===== src/rtl/ym_sr_cnt_ring.sv =====
// Time-multiplexed per-slot counter ring: SLOTS counters of WIDTH bits share one
// adder and circulate through a two-phase master/slave shift ring on MCLK.
module ym_sr_cnt_ring #(
    parameter int unsigned WIDTH  = 8,
    parameter int unsigned SLOTS  = 18,
    parameter int unsigned SAT    = 0,
    parameter int unsigned SLOT_W = 6
) (
    input  logic              MCLK,
    input  logic              rst_n,
    input  logic              c1,
    input  logic              c2,
    input  logic [WIDTH-1:0]  step,
    input  logic              sub,
    input  logic              load,
    input  logic [WIDTH-1:0]  load_val,
    input  logic              clr,
    input  logic              sync,
    output logic [WIDTH-1:0]  val,
    output logic              c_out,
    output logic [SLOT_W-1:0] slot,
    output logic              slot0
);

    localparam logic [SLOT_W-1:0] LAST_SLOT = SLOT_W'(SLOTS - 1);

    logic [SLOTS-1:0][WIDTH-1:0] m_q;
    logic [SLOTS-1:0][WIDTH-1:0] s_q;
    logic [SLOT_W-1:0]           slot_q;
    logic                        slot0_q;

    logic [WIDTH-1:0]  base_c;
    logic [WIDTH:0]    res_c;
    logic [WIDTH-1:0]  nxt_c;
    logic [SLOT_W-1:0] slot_nxt_c;

    // Shared head adder: carry/borrow lands in the extra top bit.
    always_comb begin
        base_c = load ? load_val : s_q[SLOTS-1];
        if (sub) begin
            res_c = {1'b0, base_c} - {1'b0, step};
        end else begin
            res_c = {1'b0, base_c} + {1'b0, step};
        end
        nxt_c = res_c[WIDTH-1:0];
        if ((SAT != 0) && res_c[WIDTH]) begin
            nxt_c = sub ? '0 : '1;
        end
        if (clr) begin
            nxt_c = '0;
        end
    end

    always_comb begin
        slot_nxt_c = slot_q + SLOT_W'(1);
        if (sync || (slot_q == LAST_SLOT)) begin
            slot_nxt_c = '0;
        end
    end

    // Master stage: head result enters entry 0, the rest shift up from the slave.
    always_ff @(posedge MCLK or negedge rst_n) begin
        if (!rst_n) begin
            m_q <= '0;
        end else if (c1) begin
            m_q <= {s_q[SLOTS-2:0], nxt_c};
        end
    end

    always_ff @(posedge MCLK or negedge rst_n) begin
        if (!rst_n) begin
            s_q     <= '0;
            slot_q  <= '0;
            slot0_q <= 1'b1;
        end else if (c2) begin
            s_q     <= m_q;
            slot_q  <= slot_nxt_c;
            slot0_q <= (slot_nxt_c == '0);
        end
    end

    assign val   = s_q[SLOTS-1];
    assign c_out = res_c[WIDTH];
    assign slot  = slot_q;
    assign slot0 = slot0_q;

endmodule

===== config.mk =====
export PLATFORM = sky130hd
export DESIGN_NAME = ym_sr_cnt_ring
export DESIGN_NICKNAME = d
export VERILOG_FILES = /design/src/rtl/ym_sr_cnt_ring.sv
export SDC_FILE = /design/constraint.sdc
export NUM_CORES = 1
export LEC_CHECK = 0
export ABC_CLOCK_PERIOD_IN_PS = 3050
export BUFFER_PORTS_ARGS = -buffer_cell sky130_fd_sc_hd__buf_2
export CAP_MARGIN = 20
export CELL_PAD_IN_SITES_DETAIL_PLACEMENT = 0
export CELL_PAD_IN_SITES_GLOBAL_PLACEMENT = 1
export CORE_MARGIN = 5
export CORE_UTILIZATION = 30
export CTS_CLUSTER_SIZE = 28
export DETAILED_ROUTE_END_ITERATION = 8
export GPL_TIMING_DRIVEN = 1
export PLACE_DENSITY = 0.56
export SLEW_MARGIN = 10
export SYNTH_ARGS = -nofsm -noshare
export SYNTH_HDL_FRONTEND = slang
export SYNTH_SLANG_ARGS = --single-unit

===== constraint.sdc =====
create_clock -name MCLK -period 3.05 [get_ports MCLK]
set_input_delay 0.61 -clock MCLK [delete_from_list [all_inputs] [get_ports MCLK]]
set_output_delay 0.61 -clock MCLK [all_outputs]
set_load 0.01 [all_outputs]

=== Yosys cells after proc, flatten, opt, wreduce, memory -nomap -nowiden ===
Cells that the tools add are included.

* Register bits after elaboration: 295
* Input port bits: 24
* Output and inout port bits: 16
* Word-level logic and storage cells: 48

* Add/sub/neg operators: 3
* Equal/unequal tests: 1
* Muxes and demuxes: 4
* Reduce and logical (&&, ||, !) cells: 2

{| class="wikitable"
|+ Operator list
! operator !! number
|-
| 2-to-1 mux 8 bit || 2
|-
| adder 8 x 8 -> 9 bit || 1
|-
| 2-to-1 mux 9 bit || 1
|-
| subtractor 8 x 8 -> 9 bit || 1
|-
| adder 6 x 1 -> 6 bit, second input constant || 1
|-
| equality test 6 x 5 -> 1 bit, second input constant || 1
|-
| logical NOT 6 bit || 1
|-
| 2-to-1 mux 6 bit || 1
|-
| logical OR 1 bit || 1
|}

=== Depth between registers and ports, before layout ===
* Word-level depth: 4
* Mapped depth: 12
* Gate-level depth less buffers: 12

=== Worst setup path before layout ===
No wires, ideal clock.

* Path kind: input-to-output
* Start: input port load
* End: output port c_out
* Data arrival time: 2.582 ns
* Required time: 2.440 ns
* Path slack: -0.142 ns
* Cell stages on the path: 8
* Path buffers: 1
* Cells stage by stage: clkbuf_1 mux2_2 fa_1 a21oi_1 o211ai_1 nor4_1 nor3_1 xnor2_1

* Cells in the longest elaborated chain, start to end: 3
* Elaborated cells between the ends (all ways): 4
* Classes of those cells: add/sub (2); mux (2)

{| class="wikitable"
|+ RTL lines
! item !! line !! RTL
|-
| start, declared || 15 || <nowiki>input logic load,</nowiki>
|-
| 2-to-1 mux 8 bit * || 39 || <nowiki>base_c = load ? load_val : s_q[SLOTS-1];</nowiki>
|-
| adder 8 x 8 -> 9 bit / subtractor 8 x 8 -> 9 bit (equally long branches) || 43, 41 ||
|-
| 2-to-1 mux 9 bit * || 40 || <nowiki>if (sub) begin</nowiki>
|-
| end, declared || 20 || <nowiki>output logic c_out,</nowiki>
|}

Every way passes the cells marked *; elsewhere a longest branch is shown, timed or not.

=== Final worst setup path ===
* Start: register s_q, in the netlist val[0]
* End: output port c_out

* Cells in the longest elaborated chain, start to end: 3
* Elaborated cells between the ends (all ways): 4
* Classes of those cells: add/sub (2); mux (2)

{| class="wikitable"
|+ RTL lines
! item !! line !! RTL
|-
| start, declared || 28 || <nowiki>logic [SLOTS-1:0][WIDTH-1:0] s_q;</nowiki>
|-
| start signal, assigned || 76 || <nowiki>s_q <= m_q;</nowiki>
|-
| 2-to-1 mux 8 bit * || 39 ||
|-
| adder 8 x 8 -> 9 bit / subtractor 8 x 8 -> 9 bit (equally long branches) || 43, 41 ||
|-
| 2-to-1 mux 9 bit * || 40 ||
|}

Marks and branches as above.

==> flow_summary.json <==
{
  "place_area_um2": 12600,
  "peakVddDrop_uv": 343,
  "finalSetupViolCount": 1,
  "final_cell_area_um2": 13600,
  "p_clk_frac": 0.329,
  "first_iter_violations": 303,
  "grt_pass1_vias": 6531,
  "hpwl_um": 11200,
  "layout.nets": 845,
  "drv_cap": 0,
  "fmax_mhz": 309,
  "r2r_slack_ps": 790,
  "n_antenna_cell": 0,
  "ys_warn_count": 0,
  "critPathMaxFanout": 2,
  "drc_errors": 0,
  "fillCellCount": 3784,
  "wl_per_cell_um": 13.9,
  "root_buffer": "clkbuf_16",
  "met2_usage": 0.143,
  "htreeDepth": 1,
  "synth_common_cells": "dfrtp_1 (294), mux2_2 (287), buf_2 (25)",
  "vias": 5919,
  "drt-total-wl_um": 18800,
  "crit_arrival_ps": 2630,
  "cpLargestDelayFamily": "adder cells",
  "synth-async-reset-ratio": 1.00,
  "p_sw_frac": 0.235,
  "cp_num_buf_inv": 2,
  "slew_headroom": 0.561,
  "synth.avg_cell_area_um2": 15.6,
  "final_cell_count_no_fill": 1351,
  "pre_cts_ws_ps": -241,
  "grt_max_degree": 84,
  "max_stage_delay_ps": 400,
  "cellPowerDensity_nw_per_um2": 804,
  "cts_tree": "yes",
  "cts_num_sinks": 295,
  "gp_congestion": 0.727,
  "switchingPower_w": 0.00257,
  "yosys.area.top_type": "dfrtp_1",
  "final_max_slew_viol_count": 0,
  "crit_chain": "mux2i_2 -> ha_2 -> inv_2 -> fa_2 -> a21oi_2 -> o211ai_1 -> nor4_1 -> nor3_1 -> xnor2_1 -> buf_2",
  "met3_usage": 0.0165,
  "area_growth_syn_to_layout_pct": 16.9,
  "grt.total_usage": 0.0891,
  "dieArea_um2": 42900,
  "worst_pin_slew_ps": 659,
  "rr_startpoint": "val[0]",
  "ys_ff_latch": 295,
  "comb_power_share": 0.150,
  "insertion_delay_ps": 540,
  "use_met1": 0.122,
  "grt_setup_unrepaired": "yes",
  "internal-power_w": 0.00837,
  "ys_types": 45,
  "port_buffers": 39,
  "sequentialPowerShare": 0.522,
  "leakagePower_nw": 6.59,
  "start_kind": "flop",
  "crit_path_end_kind": "primary output",
  "fp.dieW_um": 207,
  "seq_area_frac_synth": 0.634,
  "antenna_found_initial": 0,
  "clk_pin_slew_ps": 60,
  "grt_overflow": 0,
  "cts_buffers": 31,
  "drive_above_1_share": 0.501,
  "synth_edf_count": 0,
  "holdWs_ps": 59.9,
  "r2r_cells": 11,
  "holdBufCountCts": 0,
  "yosysMostFrequentCell": "dfrtp_1",
  "post-route-util": 0.353,
  "post-route-period-util": 1.06,
  "min_period_ps": 3240,
  "num_io_pins": 40,
  "grt_busiest_layer": "met2",
  "grt_pass1_wl_um": 33300,
  "dp_cells": 1291,
  "syn-cell-area_um2": 11600,
  "dr.pass1.iters": 4,
  "status": "finished with violations",
  "synth_area_leaders": "dfrtp_1 (63%), mux2_2 (28%), ha_1 (1.2%)",
  "start_util": 0.302,
  "rows": 72,
  "viasPerCell": 4.38,
  "synth_top_area_share": 0.632,
  "die_h_um": 207,
  "yosys_most_used_dff": "dfrtp_1",
  "finClkSkew_ps": 6.75,
  "r2r_end": "m_q[6]",
  "syn_nets": 783,
  "ant_nets": 0,
  "fin_ws_ps": -187,
  "synth_cells": 747,
  "cpMaxStageDelayCell": "dfrtp_1",
  "final_hold_viol_count": 0,
  "clock_path_buffers": 3,
  "crit_required_ps": 2440,
  "hold_path.class": "input pin to async pin",
  "core_um2": 38600,
  "failed_checks": "setup timing",
  "critPathKind": "flop to primary output"
}
==> repair_timing <==
item                                    CTS  global route
endpoints found under the setup margin    1             1
pin swaps                                 5             2
resized for setup                         5             0
buffers inserted                          3             0
==> cell usage in the layout (no fill, tap or decap), drive strengths merged, types with 3 or more instances in the layout <==
cell	n
clkbuf	47
mux2i	3
clkinv	10
dfrtp	294
mux2	287
inv	10
nor2	14
nor4	4
xnor2	10
nand2	8
o31ai	3
ha	11
buf	74
a21oi	6
o21a	4
nand2b	3
nand3	6
o21ai	6
o22ai	3
nor3	7
==> flip-flops by register name, indices dropped and copies added, names as in the netlist <==
| signal | count |
|---|---|
| m_q | 144 |
| s_q | 136 |
| val | 8 |
| slot | 6 |
| slot0 | 1 |
==> power by group through the flow <==
stage / combinational (W) / clock, W / sequential [W]
2_1_floorplan: 0.00135 / 0 / 0.00558
3_3_place_gp: 0.00162 / 0 / 0.00578
3_5_place_dp: 0.00166 / 0 / 0.00580
4_1_cts: 0.00168 / 0.00376 / 0.00573
5_1_grt: 0.00184 / 0.00391 / 0.00589
6_report: 0.00164 / 0.00360 / 0.00571
==> metrics by stage <==
step                      TNS (ps)  total power [W]
final                         -187           0.0109
after global routing          -378           0.0116
after CTS                     -366           0.0112
after detailed placement      -241          0.00746
after global placement        -171          0.00740
after floorplan                  0          0.00692
==> layer usage <==
| metal | up-vias | part of all wire |
|---|---|---|
| met5 | - | 0 |
| met1 | 3037 | 0.48 |
| met3 | 27 | 0.038 |
| met4 | 0 | 0.021 |
| met2 | 75 | 0.46 |
| li1 | 2780 | - |
==> area by class of cell <==
class | instances | area, um^2 | share of cell area
flip-flops and latches | 295 | 7380 | 0.543
multi-input cells | 396 | 4000 | 0.294
clock buffers | 47 | 916 | 0.0673
well taps | 518 | 648 | 0.0476
repair buffers | 74 | 543 | 0.0399
clock inverters | 10 | 75.1 | 0.00552
inverters | 11 | 41.3 | 0.00303
==> cell families (layout without fill, tap and decap cells) <==
family | Yosys count | count (layout) | synth area share
DFF | 295 | 295 | 0.634
muxes | 290 | 290 | 0.280
xor gates and xnor gates | 10 | 10 | 0.00752
AOI/OAI and AO/OA | 36 | 36 | 0.0215
adders and majority gates | 12 | 12 | 0.0135
buffers and inverters | 56 | 142 | 0.0233
and+or+nand+nor | 48 | 48 | 0.0199
==> how the worst max path moves through the flow <==
stage / from / to / cells after the start
2_1_floorplan: load / c_out / 8
3_3_place_gp: load / c_out / 11
3_5_place_dp: load / c_out / 11
4_1_cts: val[0] / c_out / 10
5_1_grt: val[0] / c_out / 10
6_report: val[0] / c_out / 10
Note: power is estimated with default switching activity, not from simulation.
